==> src/rtl/alu_pkg.sv <==
// ============================================================================
// Module : alu_pkg
// Brief  : Shared ALU types: producing-unit encoding and flag bit positions.
// Rev    : 1.0  initial release
// ============================================================================
`default_nettype none

package alu_pkg;

    typedef enum logic [1:0] {
        UNIT_AB  = 2'd0,
        UNIT_LB  = 2'd1,
        UNIT_LSB = 2'd2,
        UNIT_RSB = 2'd3
    } alu_unit_e;

    localparam int FLAGS_WIDTH = 5;

    localparam int FLAG_CF = 0;
    localparam int FLAG_ZF = 1;
    localparam int FLAG_OF = 2;
    localparam int FLAG_SF = 3;
    localparam int FLAG_PF = 4;

endpackage

`default_nettype wire

==> src/rtl/result_fifo2.sv <==
// ============================================================================
// Module : result_fifo2
// Brief  : Two-entry valid/ready queue with registered outputs, no bypass.
// Rev    : 1.0  initial release
// ============================================================================
`default_nettype none

module result_fifo2 #(
    parameter int DATA_WIDTH = 8
) (
    input  logic                  clk_i,
    input  logic                  rst_i,
    input  logic                  push_valid_i,
    output logic                  push_ready_o,
    input  logic [DATA_WIDTH-1:0] push_data_i,
    output logic                  pop_valid_o,
    input  logic                  pop_ready_i,
    output logic [DATA_WIDTH-1:0] pop_data_o
);

    logic [1:0]            count_q,  count_d;
    logic                  wr_ptr_q, wr_ptr_d;
    logic                  rd_ptr_q, rd_ptr_d;
    logic [DATA_WIDTH-1:0] mem_q [2];
    logic [DATA_WIDTH-1:0] mem_d [2];
    logic                  push;
    logic                  pop;

    // Ready comes from the count alone so it never depends on pop_ready_i.
    assign push_ready_o = (count_q != 2'd2);
    assign pop_valid_o  = (count_q != 2'd0);
    assign pop_data_o   = mem_q[rd_ptr_q];

    always_comb begin
        push     = push_valid_i & push_ready_o;
        pop      = pop_valid_o & pop_ready_i;
        count_d  = count_q;
        wr_ptr_d = wr_ptr_q;
        rd_ptr_d = rd_ptr_q;
        mem_d    = mem_q;

        if (push) begin
            mem_d[wr_ptr_q] = push_data_i;
            wr_ptr_d        = ~wr_ptr_q;
        end
        if (pop) begin
            rd_ptr_d = ~rd_ptr_q;
        end

        case ({push, pop})
            2'b10:   count_d = count_q + 2'd1;
            2'b01:   count_d = count_q - 2'd1;
            default: count_d = count_q;
        endcase
    end

    always_ff @(posedge clk_i) begin
        if (rst_i) begin
            count_q  <= 2'd0;
            wr_ptr_q <= 1'b0;
            rd_ptr_q <= 1'b0;
            mem_q[0] <= '0;
            mem_q[1] <= '0;
        end else begin
            count_q  <= count_d;
            wr_ptr_q <= wr_ptr_d;
            rd_ptr_q <= rd_ptr_d;
            mem_q    <= mem_d;
        end
    end

endmodule

`default_nettype wire

==> src/rtl/alu_result_stage.sv <==
// ============================================================================
// Module : alu_result_stage
// Brief  : Selects the producing ALU block's result, owns the architectural
//          flags register and queues results toward register writeback.
// Rev    : 1.0  initial release
// ============================================================================
`default_nettype none

module alu_result_stage
    import alu_pkg::*;
#(
    parameter int WORD_WIDTH = 16,
    parameter int DEST_WIDTH = 3
) (
    input  logic                   clk_i,
    input  logic                   rst_i,
    input  logic                   in_valid_i,
    output logic                   in_ready_o,
    input  logic [1:0]             unit_i,
    input  logic [DEST_WIDTH-1:0]  dest_i,
    input  logic                   flags_we_i,
    input  logic [WORD_WIDTH-1:0]  AB_r_i,
    input  logic [WORD_WIDTH-1:0]  LB_r_i,
    input  logic [WORD_WIDTH-1:0]  LSB_r_i,
    input  logic [WORD_WIDTH-1:0]  RSB_r_i,
    input  logic [FLAGS_WIDTH-1:0] alu_flags_i,
    input  logic                   flags_load_i,
    input  logic [FLAGS_WIDTH-1:0] flags_data_i,
    output logic [FLAGS_WIDTH-1:0] flags_o,
    output logic                   cf_o,
    output logic                   out_valid_o,
    input  logic                   out_ready_i,
    output logic [WORD_WIDTH-1:0]  out_r_o,
    output logic [DEST_WIDTH-1:0]  out_dest_o
);

    localparam int PAYLOAD_WIDTH = WORD_WIDTH + DEST_WIDTH;

    logic [WORD_WIDTH-1:0]    result_mux;
    logic [FLAGS_WIDTH-1:0]   flags_q, flags_d;
    logic                     accept;
    logic [PAYLOAD_WIDTH-1:0] head_payload;

    always_comb begin
        result_mux = AB_r_i;
        case (alu_unit_e'(unit_i))
            UNIT_AB:  result_mux = AB_r_i;
            UNIT_LB:  result_mux = LB_r_i;
            UNIT_LSB: result_mux = LSB_r_i;
            UNIT_RSB: result_mux = RSB_r_i;
            default:  result_mux = AB_r_i;
        endcase
    end

    // A direct restore overrides any flag write from an op accepted the same cycle.
    always_comb begin
        accept  = in_valid_i & in_ready_o;
        flags_d = flags_q;
        if (flags_load_i) begin
            flags_d = flags_data_i;
        end else if (accept && flags_we_i) begin
            flags_d = alu_flags_i;
        end
    end

    always_ff @(posedge clk_i) begin
        if (rst_i) begin
            flags_q <= '0;
        end else begin
            flags_q <= flags_d;
        end
    end

    // Flags come straight from the register so the ALU carry loop stays broken.
    assign flags_o = flags_q;
    assign cf_o    = flags_q[FLAG_CF];

    result_fifo2 #(
        .DATA_WIDTH (PAYLOAD_WIDTH)
    ) u_fifo (
        .clk_i        (clk_i),
        .rst_i        (rst_i),
        .push_valid_i (in_valid_i),
        .push_ready_o (in_ready_o),
        .push_data_i  ({result_mux, dest_i}),
        .pop_valid_o  (out_valid_o),
        .pop_ready_i  (out_ready_i),
        .pop_data_o   (head_payload)
    );

    assign out_r_o    = head_payload[PAYLOAD_WIDTH-1:DEST_WIDTH];
    assign out_dest_o = head_payload[DEST_WIDTH-1:0];

endmodule

`default_nettype wire

==> config.mk <==
export PLATFORM = sky130hd
export DESIGN_NAME = alu_result_stage
export DESIGN_NICKNAME = d
export VERILOG_FILES = /design/src/rtl/alu_pkg.sv /design/src/rtl/result_fifo2.sv /design/src/rtl/alu_result_stage.sv
export SDC_FILE = /design/constraint.sdc
export NUM_CORES = 1
export LEC_CHECK = 0
export BUFFER_PORTS_ARGS = -buffer_cell sky130_fd_sc_hd__buf_2
export CAP_MARGIN = 20
export CORE_AREA = 2 2 91 93
export CTS_CLUSTER_SIZE = 10
export DETAILED_ROUTE_END_ITERATION = 10
export DIE_AREA = 0 0 93 95
export PLACE_DENSITY = 0.7
export SLEW_MARGIN = 20
export SYNTH_ARGS = -nofsm -noshare
export SYNTH_HDL_FRONTEND = slang
export SYNTH_HIERARCHICAL = 1
export SYNTH_SLANG_ARGS = --single-unit
==> constraint.sdc <==
create_clock -name clk_i -period 2.1 [get_ports clk_i]
set_input_delay 0.42 -clock clk_i [delete_from_list [all_inputs] [get_ports clk_i]]
set_output_delay 0.42 -clock clk_i [all_outputs]
set_load 0.05 [all_outputs]
==> impl_metrics.csv <==
group,metric,value,unit
timing,post-route-period-util,91.44,%
clock_tree,clk_pin_slew,90,ps
yosys,synth_top_area_share,34.94,%
detailed_routing,drt_wl_total,6478,um
setup_path,cp.required,1680,ps
detailed_routing,first_iter_violations,49,
die,start_util,33.96,%
yosys,synth_area,2693,um^2
die,rows,33,
timing,rsz0062_at_grt,"no",
place,io_buffer_count,111,
detailed_routing,drt_drc_violations_left,0,
yosys,synthFlopType,"dfxtp_1",
setup_path,crit_arrival,1500,ps
global_route,first_global_vias,2204,
yosys,synth_edf_count,0,
setup_path,cp-start-kind,"register",
yosys,synthArstFlopShare,0,%
detailed_routing,dr.pass1.iters,4,
clock_tree,cts_root_buf,"clkbuf_8",
yosys,avgSynthCellArea,10.56,um^2
yosys,synthCells,255,
detailed_routing,vias_per_cell,4.898,
timing,tightest_slew,729.7,ps
clock_tree,clock_latency,290,ps
global_route,grt_pass1_wl,10270,um
clock_tree,h-tree-depth,2,
yosys,synth_largest_area_cell,"dfxtp_1",
layout,final_cell_mix,"buf_2, dfxtp_1, nand2b_1, o21ai_0, mux2i_1",
power_and_ir_drop,ir_drop,228.4,uV
global_route,antenna_found_initial,0,
yosys,ys_ff_latch,47,
die,core_area,7928,um^2
layout,final_util,42.57,%
setup_path,crit_type,"register to primary output",
place,dpl.hpwl,4569,um
yosys,synthTopCellsByArea,"dfxtp_1, nand2b_1, mux2i_1",
timing,tns,0,ps
setup_path,worst-path-max-fanout,20,
layout,syn2layout_area_growth,25.33,%
layout,antenna_cells,0,
timing,hold_viol_final,0,
timing,setup_viol_count_final,0,
die,design.portCount,112,
yosys,ys_types,31,
timing,clock-skew-final,5.429,ps
clock_tree,post_cts_buffers,0,
global_route,grt_max_degree,67,
setup_path,endpoint_kind,"primary output",
yosys,ys_seq_area_share,34.94,%
flow_run,maxCapViolCount,0,
detailed_routing,wl_per_cell,14.02,um
outcome,status,"complete, no violations",
die,dieArea,8835,um^2
power_and_ir_drop,power_density,866.2,nW/um^2
min_path,hold_path.class,"input port to register",
layout,layout_commonest_cell,"buf_2",
timing,slew_headroom,51.35,%
global_route,grt_use_total,14.57,%
yosys,yosysWarnings,6,
yosys,synthesis.nets,341,
clock_tree,clock_path_buffers,2,
detailed_routing,vias,2263,
die,die_h,95,um
timing,fmax,520.8,MHz
layout,drive_gt1_share,43.70,%
detailed_routing,ant_nets,0,
clock_tree,numClockSinks,47,
clock_tree,numCtsBuffers,5,
place,gp_congestion,0.7426,
clock_tree,cts_tree,"done",
layout,final_nets,442,
global_route,grt-ovfl-total,0,
timing,period_minus_slack,1920,ps
die,die_w,93,um
timing,slew_viol_final,0,
power_and_ir_drop,leakage,0.001459,uW
layout,nFillCells,820,
## stage by stage
| stage | power [uW] | std cells | worst slack (ps) | hold slack (ps) | cell area, um^2 |
|---|---|---|---|---|---|
| floorplan | 2111 | 255 | 418.3 | 445.2 | 2693 |
| global placement | 2387 | 453 | 240.3 | 454.3 | 3284 |
| detailed placement | 2410 | 453 | 175.0 | 459.8 | 3284 |
| CTS | 2937 | 461 | 89.14 | 399.5 | 3366 |
| global route | 3099 | 462 | 105.1 | 398.0 | 3374 |
| finish | 2923 | 462 | 179.8 | 412.4 | 3374 |
## path summary, 6_finish.rpt
path	depth (start not counted)	end	startpoint	slack [ps]
min	3	u_fifo/mem_q[0]	dest_i[0]	410
max reg2reg	6	u_fifo/count_q[1]	u_fifo/count_q[1]	260
min reg2reg	2	u_fifo/mem_q[2]	u_fifo/mem_q[2]	480
max	3	out_r_o[6]	u_fifo/rd_ptr_q	180
## cell usage after synthesis (3+ instances only)
library cell	count
dfxtp_1	47
mux2_2	19
a311oi_1	5
mux4_1	6
o21ai_1	3
o21ai_0	37
nand2b_1	40
nor2b_1	19
clkbuf_1	14
mux2i_1	24
a211oi_1	5
buf_2	3
mux4_2	10
## metal layers
layer | part of all wire (%) | vias to the layer above | routed length, um | GRT usage (%)
met5 | 0 | - | 0 | 0
met3 | 6.1 | 10 | 393 | 2.953
met2 | 47 | 87 | 3050 | 25.24
li1 | - | 1121 | - | -
met1 | 45 | 1045 | 2916 | 18.10
met4 | 1.8 | 0 | 118 | 5.025
## power breakdown
part	internal, uW	total, uW	switching [uW]
clock	234	517	283
combinational	472	1300	830
sequential	1020	1100	85.1
## state kept, by name (all words and copies together), names as in the netlist
signal           flops
u_fifo/count_q       2
u_fifo/mem_q        38
u_fifo/rd_ptr_q      1
u_fifo/wr_ptr_q      1
flags_o              5
## area by class of cell
| cell class | instances | area (um^2) | share of cell area (%) |
|---|---|---|---|
| flip-flops and latches | 47 | 940.9 | 27.88 |
| inverters | 2 | 7.507 | 0.2225 |
| repair buffers | 115 | 598.1 | 17.72 |
| clock buffers | 7 | 76.32 | 2.262 |
| multi-input cells | 185 | 1615 | 47.87 |
| clock inverters | 1 | 5.005 | 0.1483 |
| well taps | 105 | 131.4 | 3.893 |
## cell families (layout without fill, tap and decap cells)
| group | after synthesis | after routing | share of synthesized area [%] |
|---|---|---|---|
| simple gates | 67 | 68 | 15.71 |
| compound gates | 54 | 54 | 11.43 |
| fa+ha+maj | 1 | 1 | 0.4646 |
| xor+xnor | 3 | 3 | 0.9760 |
| buf+inv | 24 | 125 | 5.390 |
| flops | 47 | 47 | 34.94 |
| mux | 59 | 59 | 31.09 |
## repair_timing
action                     CTS  global route
hold buffers                 0             0
setup endpoints to repair    0             2
gates resized for setup      0             0
## critical path, cell delays in order, from the launching register on
cell and delay, ps:
dfxtp_1 310, buf_4 300, mux2_2 390, buf_2 210
No activity file was read; power rests on OpenSTA's default activity.
